[src/rtl/alu_control_regfile.sv]
// Single-cycle MIPS-style execute core: decode, 32x32 register file, immediate extend, operand/dest muxes and ALU.
// Outputs are combinational in the same cycle as instr; register writes land on the rising edge (no backpressure).
module alu_control_regfile (
   input  logic        clk,
   input  logic        reset,
   input  logic [31:0] instr,
   input  logic [31:0] wb_data,
   output logic [31:0] alu_result,
   output logic [31:0] store_data,
   output logic        mem_wr,
   output logic        mem_to_reg,
   output logic        branch,
   output logic        jump,
   output logic        zero
);

   typedef enum logic [2:0] {
      ALU_ADD = 3'b000,
      ALU_SUB = 3'b001,
      ALU_AND = 3'b010,
      ALU_OR  = 3'b011,
      ALU_XOR = 3'b100,
      ALU_SLL = 3'b101,
      ALU_SRL = 3'b110,
      ALU_SLT = 3'b111
   } alu_ctr_e;

   localparam logic [5:0] OP_RTYPE = 6'b000000;
   localparam logic [5:0] OP_ADDI  = 6'b001000;
   localparam logic [5:0] OP_ANDI  = 6'b001100;
   localparam logic [5:0] OP_ORI   = 6'b001101;
   localparam logic [5:0] OP_XORI  = 6'b001110;
   localparam logic [5:0] OP_LW    = 6'b100011;
   localparam logic [5:0] OP_SW    = 6'b101011;
   localparam logic [5:0] OP_BEQ   = 6'b000100;
   localparam logic [5:0] OP_J     = 6'b000010;

   logic [5:0]  w_opcode;
   logic [4:0]  w_rs;
   logic [4:0]  w_rt;
   logic [4:0]  w_rd;
   logic [5:0]  w_funct;
   logic [15:0] w_imm16;

   assign w_opcode = instr[31:26];
   assign w_rs     = instr[25:21];
   assign w_rt     = instr[20:16];
   assign w_rd     = instr[15:11];
   assign w_funct  = instr[5:0];
   assign w_imm16  = instr[15:0];

   logic     w_reg_dst;
   logic     w_reg_wr;
   logic     w_alu_src;
   logic     w_ext_op;
   logic     w_mem_wr;
   logic     w_mem_to_reg;
   logic     w_branch;
   logic     w_jump;
   alu_ctr_e w_alu_ctr;

   always_comb begin
      w_reg_dst    = 1'b0;
      w_reg_wr     = 1'b0;
      w_alu_src    = 1'b0;
      w_ext_op     = 1'b0;
      w_mem_wr     = 1'b0;
      w_mem_to_reg = 1'b0;
      w_branch     = 1'b0;
      w_jump       = 1'b0;
      w_alu_ctr    = ALU_ADD;
      case (w_opcode)
         OP_RTYPE: begin
            w_reg_dst = 1'b1;
            w_reg_wr  = 1'b1;
            case (w_funct)
               6'b100000: w_alu_ctr = ALU_ADD;
               6'b100010: w_alu_ctr = ALU_SUB;
               6'b100100: w_alu_ctr = ALU_AND;
               6'b100101: w_alu_ctr = ALU_OR;
               6'b100110: w_alu_ctr = ALU_XOR;
               6'b000000: w_alu_ctr = ALU_SLL;
               6'b000010: w_alu_ctr = ALU_SRL;
               6'b101010: w_alu_ctr = ALU_SLT;
               default:   w_reg_wr  = 1'b0;
            endcase
         end
         OP_ADDI: begin
            w_reg_wr  = 1'b1;
            w_alu_src = 1'b1;
            w_ext_op  = 1'b1;
         end
         OP_ANDI: begin
            w_reg_wr  = 1'b1;
            w_alu_src = 1'b1;
            w_alu_ctr = ALU_AND;
         end
         OP_ORI: begin
            w_reg_wr  = 1'b1;
            w_alu_src = 1'b1;
            w_alu_ctr = ALU_OR;
         end
         OP_XORI: begin
            w_reg_wr  = 1'b1;
            w_alu_src = 1'b1;
            w_alu_ctr = ALU_XOR;
         end
         OP_LW: begin
            w_reg_wr     = 1'b1;
            w_alu_src    = 1'b1;
            w_ext_op     = 1'b1;
            w_mem_to_reg = 1'b1;
         end
         OP_SW: begin
            w_alu_src = 1'b1;
            w_ext_op  = 1'b1;
            w_mem_wr  = 1'b1;
         end
         OP_BEQ: begin
            w_alu_ctr = ALU_SUB;
            w_branch  = 1'b1;
         end
         OP_J: w_jump = 1'b1;
         default: ;
      endcase
   end

   // Register 0 is never written and is forced to read zero on both ports.
   logic [31:0] r_regs [32];
   logic [4:0]  w_rw;
   logic [31:0] w_a;
   logic [31:0] w_b;

   assign w_rw = w_reg_dst ? w_rd : w_rt;
   assign w_a  = (w_rs == 5'd0) ? 32'd0 : r_regs[w_rs];
   assign w_b  = (w_rt == 5'd0) ? 32'd0 : r_regs[w_rt];

   always_ff @(posedge clk) begin
      if (!reset) begin
         for (int i = 0; i < 32; i++) begin
            r_regs[i] <= 32'd0;
         end
      end else if (w_reg_wr && (w_rw != 5'd0)) begin
         r_regs[w_rw] <= wb_data;
      end
   end

   logic [31:0] w_ext;
   logic [31:0] w_bop;
   logic [31:0] w_alu_res;

   assign w_ext = w_ext_op ? {{16{w_imm16[15]}}, w_imm16} : {16'd0, w_imm16};
   assign w_bop = w_alu_src ? w_ext : w_b;

   always_comb begin
      w_alu_res = 32'd0;
      case (w_alu_ctr)
         ALU_ADD: w_alu_res = w_a + w_bop;
         ALU_SUB: w_alu_res = w_a - w_bop;
         ALU_AND: w_alu_res = w_a & w_bop;
         ALU_OR:  w_alu_res = w_a | w_bop;
         ALU_XOR: w_alu_res = w_a ^ w_bop;
         ALU_SLL: w_alu_res = w_a << w_bop[4:0];
         ALU_SRL: w_alu_res = w_a >> w_bop[4:0];
         ALU_SLT: w_alu_res = {31'd0, ($signed(w_a) < $signed(w_bop))};
         default: w_alu_res = 32'd0;
      endcase
   end

   assign alu_result = w_alu_res;
   assign store_data = w_b;
   assign mem_wr     = w_mem_wr;
   assign mem_to_reg = w_mem_to_reg;
   assign branch     = w_branch;
   assign jump       = w_jump;
   assign zero       = (w_alu_ctr == ALU_SUB) && (w_alu_res == 32'd0);

endmodule

[config.mk]
export PLATFORM = sky130hd
export DESIGN_NAME = alu_control_regfile
export DESIGN_NICKNAME = d
export VERILOG_FILES = /design/src/rtl/alu_control_regfile.sv
export SDC_FILE = /design/constraint.sdc
export NUM_CORES = 2
export LEC_CHECK = 0
export BUFFER_PORTS_ARGS = -buffer_cell sky130_fd_sc_hd__buf_2
export CELL_PAD_IN_SITES_DETAIL_PLACEMENT = 1
export CELL_PAD_IN_SITES_GLOBAL_PLACEMENT = 1
export CORE_ASPECT_RATIO = 2
export CORE_MARGIN = 3
export CORE_UTILIZATION = 48
export CTS_CLUSTER_DIAMETER = 60
export DETAILED_ROUTE_END_ITERATION = 6
export GPL_TIMING_DRIVEN = 0
export PLACE_DENSITY = 0.84
export SETUP_SLACK_MARGIN = 0.1
export SLEW_MARGIN = 0
export SYNTH_ARGS = -nofsm -noshare
export SYNTH_HDL_FRONTEND = slang
export SYNTH_SLANG_ARGS = --single-unit
[constraint.sdc]
create_clock -name clk -period 17 [get_ports clk]
set_input_delay 5.1 -clock clk [delete_from_list [all_inputs] [get_ports clk]]
set_output_delay 5.1 -clock clk [all_outputs]
set_load 0.02 [all_outputs]
==> flow_metrics.py, run 1 <==
metrics = {
    "run_status": {
        "status": "stopped before the end",
        "flow.stopped_at": "global routing (5_1_grt)",
        "firstError": "[ERROR GRT-0116] Global routing finished with congestion. Check the congestion regions in the DRC Viewer.",
    },
    "logic_synthesis": {
        "synthArstFlopShare": 0,
        "synth_cell_types": 106,
        "synthTopCellsByArea": "edfxtp_1 (48%), mux4_2 (15%), and2_1 (9.5%)",
        "synth_cells": 5189,
        "synth_seq_area_share": 0.479,
        "netlist_area_um2": 64200,
        "yosys.area.top_type": "edfxtp_1",
        "ys_dominant_reg_cell": "edfxtp_1",
        "synth_warnings": 0,
        "synth-seq-cells": 1024,
        "syn_avg_cell_area_um2": 12.4,
        "yosys.area.top_type_share": 0.479,
        "synth_edf_count": 1024,
    },
    "floorplanning": {
        "boundaryPins": 135,
        "initial_core_util": 0.484,
        "std_cell_rows": 189,
        "die_x_um": 265,
        "die_height_um": 523,
    },
    "cts": {
        "cts_hold_buf": 0,
        "cts_root_buf": "clkbuf_16",
        "clkSinkCount": 1024,
        "cts_buffers": 85,
        "htreeDepth": 3,
        "cts_max_path_buffers": 3,
    },
    "grt": {
        "grt_pass1_wl_um": 624000,
        "grt_overflow_total": 151,
        "grt_max_degree": 26,
        "grt_pass1_vias": 65200,
        "grt_use_total": 0.669,
    },
    "placement": {
        "place_ws_ns": -4.93,
        "port_buffers": 126,
        "dp.final_hpwl_um": 305000,
        "gp_congestion": 1.14,
        "place_inst": 7132,
        "place_area_um2": 69000,
    },
}
through the flow:
stage	utilization	setup TNS, ns	hold slack [ns]
after floorplan	-	0	5.32
after global placement	0.508	-105.37	5.46
after detailed placement	0.520	-79.29	5.45
after CTS	0.567	-1.80	4.71
synth_stat cells (63+ instances only):
cell type / count
edfxtp_1: 1024
and2_1: 976
mux4_2: 416
clkbuf_1: 376
mux2i_1: 339
nor2_1: 206
nand2_1: 199
a21oi_1: 162
o21ai_0: 130
inv_1: 117
ha_1: 101
a22oi_1: 87
o22ai_1: 87
o221ai_1: 77
nor3_1: 63
cell families after synthesis:
kind of cell / share of synthesized area
AND/OR/NAND/NOR: 0.149
flip-flops: 0.479
AO/OA/AOI/OAI: 0.102
multiplexers: 0.205
buffers and inverters: 0.0422
adder cells (fa/ha/maj): 0.0205
XOR/XNOR: 0.00273
other: 0.0000584
layer usage:
metal	GRT overflow	GRT usage
met1	0	0.623
met3	2	0.440
met4	66	0.745
met5	0	0.126
met2	83	0.912
repair_timing:
item | in CTS
hold endpoints to repair | 0
resized for setup | 571
setup buffers | 96
pin swaps | 56
cloned | 3
setup endpoints to repair | 33
==> run 2: changes to the inputs <==
==> config.mk (replaced) <==
export PLATFORM = sky130hd
export DESIGN_NAME = alu_control_regfile
export DESIGN_NICKNAME = d
export VERILOG_FILES = /design/src/rtl/alu_control_regfile.sv
export SDC_FILE = /design/constraint.sdc
export NUM_CORES = 2
export LEC_CHECK = 0
export BUFFER_PORTS_ARGS = -buffer_cell sky130_fd_sc_hd__buf_2
export CORE_MARGIN = 3
export CORE_UTILIZATION = 35
export DETAILED_ROUTE_END_ITERATION = 6
export GPL_TIMING_DRIVEN = 0
export PLACE_DENSITY_LB_ADDON = 0.15
export SLEW_MARGIN = 0
export SYNTH_ARGS = -nofsm -noshare
export SYNTH_HDL_FRONTEND = slang
export SYNTH_SLANG_ARGS = --single-unit
==> constraint.sdc (replaced) <==
create_clock -name clk -period 22.1 [get_ports clk]
set_input_delay 6.63 -clock clk [delete_from_list [all_inputs] [get_ports clk]]
set_output_delay 6.63 -clock clk [all_outputs]
set_load 0.02 [all_outputs]
==> run 2 against run 1 <==
The flow now finishes, with violations (capacitance limit, slew limit, setup timing). Area after synthesis unchanged. Synthesized cell count unchanged.
==> flow_metrics.py, run 2 <==
metrics = {
    "timing": {
        "final-setup-viol-count": 1,
        "worst_slew_pin_slew_ns": 1.59,
        "hold_viol": 0,
        "slew_viol_final": 11,
        "period_share": 1.00,
        "hold_slack_ns": 6.25,
        "setup_slack_ns": -0.0362,
        "maxSlewHeadroom": -0.0573,
        "tns_ns": -0.0362,
        "fmax_ghz": 0.0452,
        "min_period_ns": 22.14,
    },
    "floorplanning": {
        "die_height_um": 434,
        "std_cell_rows": 156,
        "boundaryPins": 135,
        "die_x_um": 434,
        "core_um2": 182000,
        "die-area_um2": 189000,
        "initial_core_util": 0.354,
    },
    "worst_setup_path": {
        "crit_path_max_fanout": 11,
        "worstPathArrival_ns": 15.51,
        "crit_type": "primary input to primary output",
        "crit_path_start": "instr[22]",
        "cp-endpoint": "zero",
        "end_kind": "primary output",
        "worstPathRequired_ns": 15.47,
        "start_kind": "primary input",
    },
    "placement": {
        "dp.final_hpwl_um": 264000,
        "place_ws_ns": -3.43,
        "gp_congestion": 1.03,
        "port_buffers": 126,
    },
    "logic_synthesis": {
        "synth_seq_area_share": 0.479,
        "netlist_top_cells_count": "edfxtp_1 (1024), and2_1 (976), mux4_2 (416)",
        "syn_avg_cell_area_um2": 12.4,
        "synth-simple-area-share": 0.149,
        "yosys.area.top_type": "edfxtp_1",
        "synthArstFlopShare": 0,
        "ys_dominant_reg_cell": "edfxtp_1",
        "synth_warnings": 0,
        "synth_mux_area_frac": 0.205,
        "synth_cells": 5189,
        "synthAdderAreaFrac": 0.0205,
        "synthTopCellsByArea": "edfxtp_1 (48%), mux4_2 (15%), and2_1 (9.5%)",
        "yosysMostFrequentCell": "edfxtp_1",
        "synth-seq-cells": 1024,
        "netlist_area_um2": 64200,
        "synth_edf_count": 1024,
        "synth_cell_types": 106,
        "synthXorXnorAreaFrac": 0.00273,
        "synth-compound-area-share": 0.102,
        "yosys.area.top_type_share": 0.479,
        "synth_top_family_by_area": "multiplexers",
    },
    "run": {
        "drv_cap": 1,
    },
    "detailed_routing": {
        "ant_nets": 0,
        "wl_um": 356000,
        "avgViaCountPerCell": 6.63,
        "first_pass_iters": 6,
        "wl_per_cell_um": 44.5,
        "dr_total_vias": 53000,
        "post-route-drc-count": 0,
        "drtIter0Drc": 9078,
    },
    "run_status": {
        "status": "finished, violations left",
        "violations": "capacitance limit, slew limit, setup timing",
    },
    "final_layout": {
        "drive_gt1_frac": 0.204,
        "regMostFlops": "r_regs",
        "fillerInstances": 17300,
        "reg.largest.list": "r_regs x1024",
        "utilization": 0.408,
        "final_cell_mix": "edfxtp_1 (1024), and2_1 (976), mux4_2 (416), mux2i_1 (337), clkbuf_1 (305)",
        "nets": 5686,
        "largest_reg_flops": 1024,
        "mostFrequentLayoutCell": "edfxtp_1",
        "syn2layout_area_growth_pct": 15.3,
    },
    "cts": {
        "cts_max_path_buffers": 3,
        "cts_tree": "done",
        "clkSinkCount": 1024,
        "clk_pin_slew_ns": 0.07,
        "cts_root_buf": "clkbuf_16",
        "htreeDepth": 3,
        "cts_hold_buf": 0,
        "cts_buffers": 108,
    },
    "power": {
        "p_per_area_nw_per_um2": 78.9,
        "irDropWorstVdd_v": 0.0000676,
        "p_leak_nw": 26.7,
    },
    "hold_path": {
        "hp-class": "primary input to flip-flop",
        "hold_depth": 2,
    },
    "grt": {
        "grt_use_total": 0.370,
        "grt_max_degree": 28,
        "antenna_found_initial": 31,
        "grt_overflow_total": 0,
        "grt_pass1_wl_um": 464000,
        "grt_pass1_vias": 50200,
    },
}
[run 2: cell families (layout without fill, tap and decap cells)]
logic type	count (synthesis)	after routing
and+or+nand+nor	1687	1687
DFF	1024	1024
AOI/OAI and AO/OA	928	928
muxes	790	790
buffers and inverters	635	1020
adders and majority gates	104	104
xor gates and xnor gates	20	20
other	1	55
[run 2: where the power goes]
part           leakage, nW  internal (mW)  total [mW]  switching, mW
Clock                 1.71           1.04        1.89          0.854
Combinational         15.3          0.520        1.66           1.13
Sequential            9.73           2.24        2.29         0.0570
Total                 26.7           3.79        5.84           2.05
[run 2: worst min-delay path by stage]
stage | startpoint | slack [ns] | endpoint
floorplan | wb_data[0] | 6.85 | r_regs[1][0]$_SDFFCE_PN0P_
finish | wb_data[24] | 6.25 | r_regs[1][24]$_SDFFCE_PN0P_
global placement | wb_data[4] | 7.02 | r_regs[1][4]$_SDFFCE_PN0P_
CTS | wb_data[24] | 6.21 | r_regs[1][24]$_SDFFCE_PN0P_
global route | wb_data[24] | 6.28 | r_regs[1][24]$_SDFFCE_PN0P_
detailed placement | wb_data[24] | 7.02 | r_regs[1][24]$_SDFFCE_PN0P_
[run 2: repair_timing]
action | 4_1_cts | 5_1_grt
gates cloned | 0 | 0
gates resized for setup | 181 | 95
pin swaps | 4 | 2
setup endpoints to repair | 26 | 1
endpoints found under the hold margin | 0 | 0
buffers inserted | 4 | 2
[run 2: layer usage]
layer	vias up	track usage	part of all wire
li1	20500	-	-
met4	10	0.267	0.085
met2	4225	0.563	0.44
met3	1030	0.119	0.12
met1	27200	0.441	0.35
met5	-	0	0.00057
[run 2: layout make-up]
type,count,area [um^2],share of cell area
plain buffers,495,2610,0.0352
well taps,2370,2970,0.0401
inverters,127,477,0.00644
clock buffers,128,2780,0.0375
repair buffers,200,2120,0.0287
diodes,23,57.6,0.000778
flip-flops and latches,1024,30700,0.415
multi-input cells,3561,31500,0.426
clock inverters,70,706,0.00954
[run 2: metrics by stage]
| stage | std cells | power (mW) | cell area, um^2 |
|---|---|---|---|
| final | 7998 | 5.84 | 74000 |
| after detailed placement | 7783 | 3.88 | 69800 |
| after global routing | 7977 | 5.94 | 74000 |
| after global placement | 7716 | 3.86 | 67900 |
| after CTS | 7979 | 5.75 | 73700 |
| after floorplan | 5220 | 3.18 | 64300 |
[run 2: critical path, stage by stage]
cell and delay [ns]:
buf_2 0.16, buf_2 0.53, nor2b_1 0.10, clkbuf_2 0.38, clkbuf_2 0.70, a22oi_1 0.78, a211o_2 0.51, inv_1 0.26
ha_1 0.36, clkbuf_1 0.38, nor3_1 0.13, a2111o_1 0.52, a311o_1 0.37, a31oi_2 0.34, nor2_1 0.09, or3_1 0.31
a21oi_1 0.46, a31oi_1 0.12, nand4bb_1 0.30, or4_1 0.42, or4_1 0.53, or4_1 0.41, nand4bb_1 0.21, nor4b_2 0.22
buf_2 0.20
Note: power is estimated with default switching activity, not from simulation.
